===== config.mk =====
export PLATFORM = sky130hd
export DESIGN_NAME = scariv_issue_age_picker_flat
export DESIGN_NICKNAME = d
export VERILOG_FILES = /design/src/rtl/scariv_issue_age_picker_pkg.sv /design/src/rtl/scariv_issue_age_picker_if.sv /design/src/rtl/scariv_issue_age_picker_age_matrix.sv /design/src/rtl/scariv_issue_age_picker.sv /design/src/flat_wrapper.sv
export SDC_FILE = /design/constraint.sdc
export NUM_CORES = 1
export LEC_CHECK = 0
export CAP_MARGIN = 5
export CORE_ASPECT_RATIO = 1.2
export CORE_MARGIN = 2
export CORE_UTILIZATION = 46
export DETAILED_ROUTE_END_ITERATION = 7
export GPL_TIMING_DRIVEN = 0
export PLACE_DENSITY = 0.67
export SYNTH_ARGS = -nofsm -noshare
export SYNTH_HDL_FRONTEND = slang
export SYNTH_HIERARCHICAL = 1
export SYNTH_SLANG_ARGS = --single-unit

===== constraint.sdc =====
create_clock -name i_clk -period 5.9 [get_ports i_clk]
set_input_delay 0.885 -clock i_clk [delete_from_list [all_inputs] [get_ports i_clk]]
set_output_delay 0.885 -clock i_clk [all_outputs]
set_load 0.02 [all_outputs]

===== src/rtl/scariv_issue_age_picker_pkg.sv =====
// Shared types, default sizes and helpers for the scheduler age picker.
// Optional feature macro used by the top level: SCARIV_PICK_PERF_EN.
package scariv_issue_age_picker_pkg;

   typedef enum logic [1:0] {
      PIPE_ALU,
      PIPE_LSU,
      PIPE_BRU,
      PIPE_CSU
   } pipe_type_t;

   localparam int ALU_ENTRY_SIZE = 8;
   localparam int LSU_ENTRY_SIZE = 16;
   localparam int BRU_ENTRY_SIZE = 8;
   localparam int CSU_ENTRY_SIZE = 4;
   localparam int DISP_IN_PORT   = 2;

   function automatic int conf_entry_size(input pipe_type_t pipe);
      int size;
      case (pipe)
         PIPE_LSU: size = LSU_ENTRY_SIZE;
         PIPE_BRU: size = BRU_ENTRY_SIZE;
         PIPE_CSU: size = CSU_ENTRY_SIZE;
         default:  size = ALU_ENTRY_SIZE;
      endcase
      return size;
   endfunction

   // Callers zero-extend to 32 bits; entry counts never exceed 32.
   function automatic logic [4:0] oh2bin(input logic [31:0] oh);
      logic [4:0] bin;
      bin = '0;
      for (int i = 0; i < 32; i++) begin
         if (oh[i]) bin = bin | 5'(i);
      end
      return bin;
   endfunction

   function automatic logic [5:0] popcnt(input logic [31:0] vec);
      logic [5:0] cnt;
      cnt = '0;
      for (int i = 0; i < 32; i++) begin
         cnt = cnt + 6'(vec[i]);
      end
      return cnt;
   endfunction

endpackage


===== src/rtl/scariv_issue_age_picker_if.sv =====
// Dispatch / pick / release bundle between a scheduler's entries and its age picker.
interface scariv_issue_age_picker_if
   import scariv_issue_age_picker_pkg::*;
#(
   parameter int ENTRY_SIZE = ALU_ENTRY_SIZE,
   parameter int IN_PORT    = DISP_IN_PORT
);
   localparam int IDX_W = $clog2(ENTRY_SIZE);
   localparam int CNT_W = IDX_W + 1;

   logic [IN_PORT-1:0]                 i_disp_valid;
   logic                               o_disp_ready;
   logic [IN_PORT-1:0][ENTRY_SIZE-1:0] o_put_oh;
   logic [ENTRY_SIZE-1:0]              i_entry_ready;
   logic                               i_pipe_stall;
   logic                               o_pick_valid;
   logic [ENTRY_SIZE-1:0]              o_picked_oh;
   logic [IDX_W-1:0]                   o_picked_idx;
   logic [ENTRY_SIZE-1:0]              i_entry_finish;
   logic [CNT_W-1:0]                   o_free_cnt;

   modport master (
      output i_disp_valid, i_entry_ready, i_pipe_stall, i_entry_finish,
      input  o_disp_ready, o_put_oh, o_pick_valid, o_picked_oh, o_picked_idx, o_free_cnt
   );

   modport slave (
      input  i_disp_valid, i_entry_ready, i_pipe_stall, i_entry_finish,
      output o_disp_ready, o_put_oh, o_pick_valid, o_picked_oh, o_picked_idx, o_free_cnt
   );

endinterface


===== src/rtl/scariv_issue_age_picker_age_matrix.sv =====
// Age matrix: row i bit j set means entry i is older than entry j.
// Holds the put/release update and the combinational oldest-candidate select.
module scariv_issue_age_picker_age_matrix
   import scariv_issue_age_picker_pkg::*;
#(
   parameter int ENTRY_SIZE = ALU_ENTRY_SIZE,
   parameter int IN_PORT    = DISP_IN_PORT
)(
   input  logic                               i_clk,
   input  logic                               i_reset_n,
   input  logic [ENTRY_SIZE-1:0]              i_used,
   input  logic [IN_PORT-1:0][ENTRY_SIZE-1:0] i_put_oh,
   input  logic [ENTRY_SIZE-1:0]              i_fin,
   input  logic [ENTRY_SIZE-1:0]              i_cand,
   output logic [ENTRY_SIZE-1:0]              o_oldest_oh
);

   typedef logic [ENTRY_SIZE-1:0] sched_age_t;

   sched_age_t w_age [ENTRY_SIZE];
   sched_age_t w_younger [IN_PORT];
   sched_age_t w_put_all;

   // Entries put by later slots of the same group are younger than this slot's entry.
   generate
      for (genvar gi = 0; gi < IN_PORT; gi++) begin : g_younger
         if (gi == IN_PORT - 1) begin : g_last
            assign w_younger[gi] = '0;
         end else begin : g_chain
            assign w_younger[gi] = w_younger[gi+1] | i_put_oh[gi+1];
         end
      end
   endgenerate

   always_comb begin
      w_put_all = '0;
      for (int p = 0; p < IN_PORT; p++) begin
         w_put_all = w_put_all | i_put_oh[p];
      end
   end

   generate
      for (genvar gi = 0; gi < ENTRY_SIZE; gi++) begin : g_row
         sched_age_t r_age_row;
         sched_age_t w_new_row;
         sched_age_t w_row_next;
         sched_age_t w_col;

         always_comb begin
            w_new_row = '0;
            for (int p = 0; p < IN_PORT; p++) begin
               if (i_put_oh[p][gi]) w_new_row = w_new_row | w_younger[p];
            end
         end

         // Surviving entries become older than every new put; released columns drop out.
         always_comb begin
            if (w_put_all[gi]) begin
               w_row_next = w_new_row;
            end else if (!i_used[gi] || i_fin[gi]) begin
               w_row_next = '0;
            end else begin
               w_row_next = (r_age_row | w_put_all) & ~i_fin;
            end
         end

         always_ff @(posedge i_clk or negedge i_reset_n) begin
            if (!i_reset_n) begin
               r_age_row <= '0;
            end else begin
               r_age_row <= w_row_next;
            end
         end

         assign w_age[gi] = r_age_row;

         always_comb begin
            w_col = '0;
            for (int j = 0; j < ENTRY_SIZE; j++) begin
               w_col[j] = w_age[j][gi];
            end
         end

         // Wins when no other candidate is older.
         assign o_oldest_oh[gi] = i_cand[gi] & ~|(i_cand & w_col);
      end
   endgenerate

endmodule


===== src/rtl/scariv_issue_age_picker.sv =====
// Free-list allocation and oldest-first pick for one scheduler's entries.
// Define SCARIV_PICK_PERF_EN to add saturating full/stall cycle counters.
module scariv_issue_age_picker
   import scariv_issue_age_picker_pkg::*;
#(
   parameter int ENTRY_SIZE = ALU_ENTRY_SIZE,
   parameter int IN_PORT    = DISP_IN_PORT
)(
   input  logic                      i_clk,
   input  logic                      i_reset_n,
   scariv_issue_age_picker_if.slave  pick_if
`ifdef SCARIV_PICK_PERF_EN
   ,
   output logic [31:0]               o_perf_full_cyc,
   output logic [31:0]               o_perf_stall_cyc
`endif
);

   localparam int IDX_W = $clog2(ENTRY_SIZE);
   localparam int CNT_W = IDX_W + 1;

   logic [ENTRY_SIZE-1:0]              r_used;
   logic [CNT_W-1:0]                   r_free_cnt;
   logic                               w_disp_ready;
   logic [ENTRY_SIZE-1:0]              w_avail [IN_PORT];
   logic [IN_PORT-1:0][ENTRY_SIZE-1:0] w_put_oh;
   logic [ENTRY_SIZE-1:0]              w_put_all;
   logic [ENTRY_SIZE-1:0]              w_fin_vld;
   logic [ENTRY_SIZE-1:0]              w_cand;
   logic [ENTRY_SIZE-1:0]              w_oldest_oh;
   logic [ENTRY_SIZE-1:0]              w_picked_oh;
   logic                               w_pick_valid;
   logic [CNT_W-1:0]                   w_put_cnt;
   logic [CNT_W-1:0]                   w_fin_cnt;

   // Registered count gates the whole group, so the chain below never runs dry.
   assign w_disp_ready = (r_free_cnt >= CNT_W'(IN_PORT));
   assign w_avail[0]   = ~r_used;

   generate
      for (genvar gi = 0; gi < IN_PORT; gi++) begin : g_slot
         logic [ENTRY_SIZE-1:0] w_lowest;
         assign w_lowest      = w_avail[gi] & (-w_avail[gi]);
         assign w_put_oh[gi]  = (w_disp_ready && pick_if.i_disp_valid[gi]) ? w_lowest : '0;
         if (gi < IN_PORT - 1) begin : g_chain
            assign w_avail[gi+1] = w_avail[gi] & ~w_put_oh[gi];
         end
      end
   endgenerate

   always_comb begin
      w_put_all = '0;
      for (int p = 0; p < IN_PORT; p++) begin
         w_put_all = w_put_all | w_put_oh[p];
      end
   end

   // Finishes on idle entries are dropped here so they cannot corrupt count or age.
   assign w_fin_vld = pick_if.i_entry_finish & r_used;
   assign w_cand    = pick_if.i_entry_ready & r_used;
   assign w_put_cnt = CNT_W'(popcnt(32'(w_put_all)));
   assign w_fin_cnt = CNT_W'(popcnt(32'(w_fin_vld)));

   always_ff @(posedge i_clk or negedge i_reset_n) begin
      if (!i_reset_n) begin
         r_used     <= '0;
         r_free_cnt <= CNT_W'(ENTRY_SIZE);
      end else begin
         r_used     <= (r_used & ~w_fin_vld) | w_put_all;
         r_free_cnt <= r_free_cnt - w_put_cnt + w_fin_cnt;
      end
   end

   scariv_issue_age_picker_age_matrix #(
      .ENTRY_SIZE (ENTRY_SIZE),
      .IN_PORT    (IN_PORT)
   ) u_age_matrix (
      .i_clk       (i_clk),
      .i_reset_n   (i_reset_n),
      .i_used      (r_used),
      .i_put_oh    (w_put_oh),
      .i_fin       (w_fin_vld),
      .i_cand      (w_cand),
      .o_oldest_oh (w_oldest_oh)
   );

   assign w_pick_valid = (|w_cand) & ~pick_if.i_pipe_stall;
   assign w_picked_oh  = w_pick_valid ? w_oldest_oh : '0;

   assign pick_if.o_disp_ready = w_disp_ready;
   assign pick_if.o_put_oh     = w_put_oh;
   assign pick_if.o_pick_valid = w_pick_valid;
   assign pick_if.o_picked_oh  = w_picked_oh;
   assign pick_if.o_picked_idx = IDX_W'(oh2bin(32'(w_picked_oh)));
   assign pick_if.o_free_cnt   = r_free_cnt;

`ifdef SCARIV_PICK_PERF_EN
   logic [31:0] r_perf_full_cyc;
   logic [31:0] r_perf_stall_cyc;
   logic        w_full_evt;
   logic        w_stall_evt;

   assign w_full_evt  = !w_disp_ready && (|pick_if.i_disp_valid);
   assign w_stall_evt = (|w_cand) && pick_if.i_pipe_stall;

   always_ff @(posedge i_clk or negedge i_reset_n) begin
      if (!i_reset_n) begin
         r_perf_full_cyc  <= '0;
         r_perf_stall_cyc <= '0;
      end else begin
         if (w_full_evt && (r_perf_full_cyc != '1)) r_perf_full_cyc <= r_perf_full_cyc + 32'd1;
         if (w_stall_evt && (r_perf_stall_cyc != '1)) r_perf_stall_cyc <= r_perf_stall_cyc + 32'd1;
      end
   end

   assign o_perf_full_cyc  = r_perf_full_cyc;
   assign o_perf_stall_cyc = r_perf_stall_cyc;
`endif

endmodule


===== src/flat_wrapper.sv =====
// flat-port wrapper written by rule: the top's interface ports become plain ports
module scariv_issue_age_picker_flat import scariv_issue_age_picker_pkg::*;
#(
   parameter int ENTRY_SIZE = ALU_ENTRY_SIZE,
   parameter int IN_PORT    = DISP_IN_PORT
)
  (i_clk, i_reset_n, pick_if_i_disp_valid, pick_if_i_entry_ready, pick_if_i_pipe_stall, pick_if_i_entry_finish, pick_if_o_disp_ready, pick_if_o_put_oh, pick_if_o_pick_valid, pick_if_o_picked_oh, pick_if_o_picked_idx, pick_if_o_free_cnt);
  scariv_issue_age_picker_if #(.ENTRY_SIZE(ENTRY_SIZE), .IN_PORT(IN_PORT)) pick_if_i ();
  input  logic i_clk;
  input  logic i_reset_n;
  input wire logic [$bits(pick_if_i.i_disp_valid)-1:0] pick_if_i_disp_valid;
  input wire logic [$bits(pick_if_i.i_entry_ready)-1:0] pick_if_i_entry_ready;
  input wire logic [$bits(pick_if_i.i_pipe_stall)-1:0] pick_if_i_pipe_stall;
  input wire logic [$bits(pick_if_i.i_entry_finish)-1:0] pick_if_i_entry_finish;
  output wire logic [$bits(pick_if_i.o_disp_ready)-1:0] pick_if_o_disp_ready;
  output wire logic [$bits(pick_if_i.o_put_oh)-1:0] pick_if_o_put_oh;
  output wire logic [$bits(pick_if_i.o_pick_valid)-1:0] pick_if_o_pick_valid;
  output wire logic [$bits(pick_if_i.o_picked_oh)-1:0] pick_if_o_picked_oh;
  output wire logic [$bits(pick_if_i.o_picked_idx)-1:0] pick_if_o_picked_idx;
  output wire logic [$bits(pick_if_i.o_free_cnt)-1:0] pick_if_o_free_cnt;
  assign pick_if_i.i_disp_valid = pick_if_i_disp_valid;
  assign pick_if_i.i_entry_ready = pick_if_i_entry_ready;
  assign pick_if_i.i_pipe_stall = pick_if_i_pipe_stall;
  assign pick_if_i.i_entry_finish = pick_if_i_entry_finish;
  assign pick_if_o_disp_ready = pick_if_i.o_disp_ready;
  assign pick_if_o_put_oh = pick_if_i.o_put_oh;
  assign pick_if_o_pick_valid = pick_if_i.o_pick_valid;
  assign pick_if_o_picked_oh = pick_if_i.o_picked_oh;
  assign pick_if_o_picked_idx = pick_if_i.o_picked_idx;
  assign pick_if_o_free_cnt = pick_if_i.o_free_cnt;
  scariv_issue_age_picker #(.ENTRY_SIZE(ENTRY_SIZE), .IN_PORT(IN_PORT)) u_core (.i_clk(i_clk), .i_reset_n(i_reset_n), .pick_if(pick_if_i));
endmodule

==> flow_summary.toml, run 1 <==
[run_status]
outcome = "complete, no violations"

[clocking]
clock_latency_ns = 0.34
htree_num_levels = 3
cts_buffers = 9
cts.sinks = 76
clk_pin_slew_ns = 0.06
cts_tree = "built"
post_cts_buffers = 0
cts-root-buf = "clkbuf_16"
hold_buffers = 0
cts_max_path_buffers = 2
cts-resized-gates = 0

[routing]
route.detailed.drc = 0
num_vias = 4857
ant_nets = 0
post_drt_wl_per_cell_um = 21.0
drt-vias-per-instance = 6.13
first_pass_iters = 5
drt-total-wl_um = 16700
drt_iter0_drc = 526

[cells_and_area]
seq_area_um2 = 1900
syn_to_final_growth_pct = 19.4
fin_cells = 792
fin_nets = 692
nFillCells = 1040
antenna_cells = 0
multi_input_area_um2 = 2720
drive_gt1_share_pct = 13.6

[floorplanning]
core_um2 = 10900
die_w_um = 100
initial_core_util_pct = 46.8
row_count = 42
die_area_um2 = 12000
die_height_um = 120
ios = 54

[critical_path]
critPathLaunchType = "input pin"
cpMostUsedCell = "fa_1"
rr_worst_depth = 18
path_buf_inv = 5
worstPathRequired_ns = 6.17
crit_fanout = 10
path_cells = "buf_4, o211ai_1, nand2_1, a21boi_1, or4_1, fa_1, inv_1, fa_1, fa_1, inv_1, fa_1, inv_1, fa_1, inv_1, ha_1, fa_1, xnor2_1, xnor2_1"
worstSetupEndpointType = "flip-flop"
cp.arrival_ns = 5.51
worstSetupPathType = "input pin to flip-flop"
path_depth = 18
cpMaxStageDelayCell = "or4_1"
cpPeakStageDelay_ns = 0.60
path_delay_family = "adder cells"

[power_and_ir_drop]
p_per_area_nw_per_um2 = 463
p_total_mw = 2.83
leakagePower_nw = 2.74
combPwrFrac_pct = 56.6
internal_power_mw = 1.57
power.switching_mw = 1.25
seq_power_share_pct = 23.7
ir_drop_uv = 591
clkPwrFrac_pct = 19.7
swShare_pct = 44.3

[sta]
final.setup.tns_ns = 0
setup_viol = 0
finalHoldViolCount = 0
rsz0062_at_grt = "no"
fin_skew_ns = 0.00628
period_minus_slack_ns = 5.24
slew-limit-headroom_pct = 23.0
drv_slew = 0
min_period_over_period_pct = 88.9
finalHoldWorstSlack_ns = 0.370
worstMarginPinSlew_ns = 1.15
clock.fmax_ghz = 0.191

[grt]
grt.total_usage_pct = 28.8
antenna_found_initial = 0
grt.overflow.total = 0
grt_pass1_wl_um = 25900
grt_start_max_net_pins = 69
grt_pass1_vias = 4827

[logic_synthesis]
synth_compound_area_share_pct = 18.9
synthMuxAreaShare_pct = 0
synth-edff-count = 0
synthArstFlopShare_pct = 100
syn-cell-area_um2 = 5120
synthAdderAreaFrac_pct = 6.21
syn_avg_cell_area_um2 = 8.64
ys_seq_area_share_pct = 37.2
yosysWarnings = 6
synth-simple-area-share_pct = 27.0
synth_cells = 592
synth-xor-area-share_pct = 1.03
synth_top_family_by_area = "simple AND/OR/NAND/NOR gates"
ys.flop_type = "dfrtp_1"
synth_seq_cells = 76
synth_cell_type_count = 48
synth_nets = 629

[placed_design]
port_buffers = 51
dp_cells = 776
gp_congestion = 0.964
dp_hpwl_um = 11500

[job]
max_cap_viol_count = 0

[worst_hold_path]
hp-class = "input pin to async pin"
[stage by stage]
stage                     setup slack, ns  area (µm²)  utilization (%)
after global routing                0.494        6110             55.9
after CTS                           0.691        6110             55.9
final                               0.657        6110             55.9
after global placement              0.379        5790             53.0
after detailed placement            0.351        5820             53.2
after floorplan                     0.828        5120                -
[logic make-up after synthesis]
kind of cell / count (synthesis)
flops: 76
xor+xnor: 6
compound gates: 126
fa+ha+maj: 18
simple gates: 280
buf+inv: 86
[area by class of cell]
type	instances	share of cell area, %
Clock inverter	6	1.06
Multi-Input combinational cell	430	44.5
Buffer	56	6.20
Inverter	30	1.84
Timing Repair Buffer	52	8.76
Clock buffer	10	3.75
Sequential cell	76	31.1
Tap cell	132	2.70
[registers in the layout, summed over array words and instances, names as in the netlist]
signal,flops
u_core/r_used,8
u_core/pick_if.o_free_cnt,4
u_core/u_age_matrix/g_row.r_age_row,64
[cell usage after synthesis (all sizes together), types with 2 or more instances]
cell type    n  area, µm²
o21ai       14       70.1
buf         33        293
o22a        35        324
o41a         3       33.8
a22oi       24        180
clkbuf      23       86.3
nand3        5       25.0
a21oi        9       45.0
xnor2        5       43.8
a31oi        3       18.8
nand4        9       71.3
nand2b       2       12.5
a211oi       3       22.5
nor2       115        432
ha           3       37.5
dfrtp       75       1880
fa          13        260
maj3         2       20.0
or2          3       18.8
o22ai        2       12.5
or4          3       22.5
inv         30        113
a21boi       2       15.0
o211ai       3       22.5
or4b         8        110
and2        21        134
o31ai       22        170
nand2       61        229
nor3        51        317
[routing by layer]
layer | GRT usage (%) | share of wire, % | up-vias
met5 | 0 | 0 | -
met4 | 15.2 | 5.7 | 0
met3 | 6.58 | 7.0 | 70
met2 | 46.6 | 48 | 272
met1 | 35.5 | 39 | 2332
li1 | - | - | 2183
[placed cells by master, fill, tap and decap left out, types with 7 or more instances in the layout]
cell and n:
a21oi_1 9, a22oi_1 24, and2_1 20, buf_2 9
buf_4 7, buf_6 18, clkbuf_1 24, clkbuf_16 9
clkdlybuf4s50_1 50, dfrtp_1 75, fa_1 13, inv_1 30
nand2_1 61, nand4_1 8, nor2_1 115, nor3_1 40
nor3_2 10, o21ai_0 14, o22a_1 21, o22a_2 14
o31ai_1 21, or4b_4 8
[worst paths after layout]
kind | from | slack (ns) | endpoint
max in group asynchronous | i_reset_n | 4.91 | u_core/pick_if.o_free_cnt[3]
worst min register to register | u_core/u_age_matrix/g_row[7].r_age_row[7] | 0.54 | u_core/u_age_matrix/g_row[7].r_age_row[7]
worst min-delay path | i_reset_n | 0.37 | u_core/u_age_matrix/g_row[6].r_age_row[2]
worst max-delay path | pick_if_i_disp_valid[0] | 0.66 | u_core/pick_if.o_free_cnt[3]
worst max register to register | u_core/r_used[1] | 0.81 | u_core/pick_if.o_free_cnt[3]
min in group i_clk | u_core/u_age_matrix/g_row[7].r_age_row[7] | 0.54 | u_core/u_age_matrix/g_row[7].r_age_row[7]
[power by group through the flow]
stage	clock network [mW]	logic, mW	registers [mW]
final	0.556	1.60	0.671
after floorplan	0	1.10	0.680
after global routing	0.588	1.76	0.680
after CTS	0.564	1.59	0.671
after detailed placement	0	1.58	0.680
after global placement	0	1.54	0.678
Power figures use the tool's default switching activity.
==> inputs of run 2 (changes only) <==
- CAP_MARGIN: 5 -> unset
==> results of run 2 <==
The final DEF is identical to that of run 1; final timing and power are the same.
==> inputs of run 3 (changes only) <==
- CTS_BUF_LIST: unset -> sky130_fd_sc_hd__clkbuf_2
- DONT_BUFFER_PORTS: unset -> 1
- PLACE_DENSITY: 0.67 -> unset
==> run 3 against run 2 <==
Maximum frequency is 0.85% lower. Largest power group unchanged. Flip-flop and latch count unchanged. Hold slack worse by 0.22 ns. Via count is 5.3% lower. Combinational power is 9% lower. Clock power decreased by 33%. Final cell count shrank 6.2%. First-iteration DRC count decreased by 20%. Sequential share of layout area up 3.6 points. Worst setup slack got worse by 0.045 ns.
==> flow_summary.toml, run 3 (synthesis gave the netlist of run 1 again) <==
[run_status]
outcome = "complete, no violations"

[sta]
final.setup.tns_ns = 0
min_period_over_period_pct = 89.6
period_minus_slack_ns = 5.29
clock.fmax_ghz = 0.189
slew-limit-headroom_pct = 37.2
drv_slew = 0
finalHoldViolCount = 0
finalHoldWorstSlack_ns = 0.153
rsz0062_at_grt = "no"
fin_skew_ns = 0.0172
worstMarginPinSlew_ns = 0.939
fin_ws_ns = 0.612
setup_viol = 0

[clocking]
cts-root-buf = "clkbuf_2"
cts.sinks = 76
clk_pin_slew_ns = 0.22
htree_num_levels = 3
cts_max_path_buffers = 2
cts_buffers = 9
post_cts_buffers = 0
clock_latency_ns = 0.53
cts_tree = "built"

[floorplanning]
ios = 54
die_height_um = 120
core_um2 = 10900
die_area_um2 = 12000
row_count = 42
initial_core_util_pct = 46.8
die_w_um = 100

[power_and_ir_drop]
leakagePower_nw = 2.52
p_total_mw = 2.53
swShare_pct = 47.0
p_per_area_nw_per_um2 = 462
power.switching_mw = 1.19
seq_power_share_pct = 27.3
ir_drop_uv = 711
internal_power_mw = 1.34
clkPwrFrac_pct = 14.8
combPwrFrac_pct = 57.9

[grt]
antenna_found_initial = 2
grt_start_max_net_pins = 76
grt_pass1_vias = 4374
grt.total_usage_pct = 28.8
grt_pass1_wl_um = 25700
grt.overflow.total = 0

[critical_path]
cpMaxStageDelayCell = "dfrtp_1"
worstSetupPathType = "flip-flop to flip-flop"
path_depth = 17
critPathCapture = "u_core/pick_if.o_free_cnt[3]"
cpPeakStageDelay_ns = 0.56
path_buf_inv = 5
r2r-start = "u_core/pick_if.o_free_cnt[2]"
worstPathRequired_ns = 6.38
timing.rr.end = "u_core/pick_if.o_free_cnt[3]"
critPathLaunchType = "flip-flop"
path_cells = "nor3_2, buf_2, inv_1, nand2_1, a21oi_1, fa_1, fa_1, fa_1, inv_1, fa_1, inv_1, fa_1, inv_1, ha_1, fa_1, xnor2_1, xnor2_1"
path_delay_family = "adder cells"
critical_path.startpoint = "u_core/pick_if.o_free_cnt[2]"
crit_fanout = 10
cp.arrival_ns = 5.77
cpMostUsedCell = "fa_1"
r2r_slack_ns = 0.61
rr_worst_depth = 17
worstSetupEndpointType = "flip-flop"

[routing]
ant_nets = 0
drt_iter0_drc = 420
route.detailed.drc = 0
first_pass_iters = 5
drt-vias-per-instance = 6.19
post_drt_wl_per_cell_um = 22.7
num_vias = 4601
drt-total-wl_um = 16900

[cells_and_area]
syn_to_final_growth_pct = 7.04
final_common_cell = "nor2_1"
nFillCells = 1114
final_util_pct = 50.1
final_area_um2 = 5480
largest_reg_flops = 64
fin_cells = 743
drive_gt1_share_pct = 14.8
layout_common_cells = "115 x nor2_1, 75 x dfrtp_1, 61 x nand2_1, 38 x nor3_1, 30 x inv_1"
regMostFlops = "u_core/u_age_matrix/g_row.r_age_row"
fin_nets = 641

[job]
max_cap_viol_count = 0

[worst_hold_path]
hp-class = "input pin to async pin"

[placed_design]
place_area_um2 = 5290
port_buffers = 0
dp_cells = 724
place_ws_ns = 0.378
gp_congestion = 0.958
dp_hpwl_um = 11500
[run 3: cell types whose count changed in the layout (fill, tap and decap cells not counted), sizes merged]
cell	change
buf	-1
bufinv	+2
clkdlybuf4s50	-50
clkinv	+2
clkinvlp	-4
diode	+2
[run 3: repair_timing]
item	CTS	global route
hold endpoints to repair	75	0
gates resized for setup	0	0
hold buffers	1	0
[run 3: per-layer routing]
layer | up-vias | global-route usage (%) | wire, µm | share of wire (%)
li1 | 2083 | - | - | -
met1 | 2260 | 39.7 | 7070 | 42
met2 | 231 | 44.6 | 7960 | 47
met3 | 27 | 6.35 | 1400 | 8.3
met4 | 0 | 10.5 | 436 | 2.6
met5 | - | 0 | 0 | 0
[run 3: worst reg2reg max path: cells and delay by family, from the launching register on]
kind | cells | cell delay, ns
AND/OR/NAND/NOR | 2 | 0.75
flip-flops | 1 | 0.56
XOR/XNOR | 2 | 0.33
adder cells (fa/ha/maj) | 7 | 2.72
buffers and inverters | 5 | 0.80
AO/OA/AOI/OAI | 1 | 0.10
[run 3: worst min-delay path by stage]
stage                                                      endpoint  slack (ns)  cells past startpoint
after global placement    u_core/u_age_matrix/g_row[3].r_age_row[3]        0.52                      2
after global routing                   u_core/pick_if.o_free_cnt[3]        0.07                      0
after floorplan           u_core/u_age_matrix/g_row[1].r_age_row[1]        0.50                      2
final                                  u_core/pick_if.o_free_cnt[3]        0.15                      0
after CTS                              u_core/pick_if.o_free_cnt[3]        0.09                      0
after detailed placement  u_core/u_age_matrix/g_row[6].r_age_row[6]        0.53                      2
[run 3: layout make-up]
class                   count  area (µm²)  area share [%]
multi-input cells         430        2730            49.9
repair buffers              1        27.5           0.503
plain buffers              56         379            6.92
clock buffers              10        50.0           0.914
clock inverters             6         103            1.87
diodes                      2        5.00          0.0914
flip-flops and latches     76        1900            34.7
inverters                  30         113            2.06
well taps                 132         165            3.02
[run 3: power groups by stage]
stage / combinational, mW / clock (mW) / sequential (mW)
2_1_floorplan: 1.10 / 0 / 0.680
3_3_place_gp: 1.43 / 0 / 0.700
3_5_place_dp: 1.45 / 0 / 0.700
4_1_cts: 1.47 / 0.384 / 0.691
5_1_grt: 1.64 / 0.403 / 0.700
6_report: 1.46 / 0.373 / 0.690
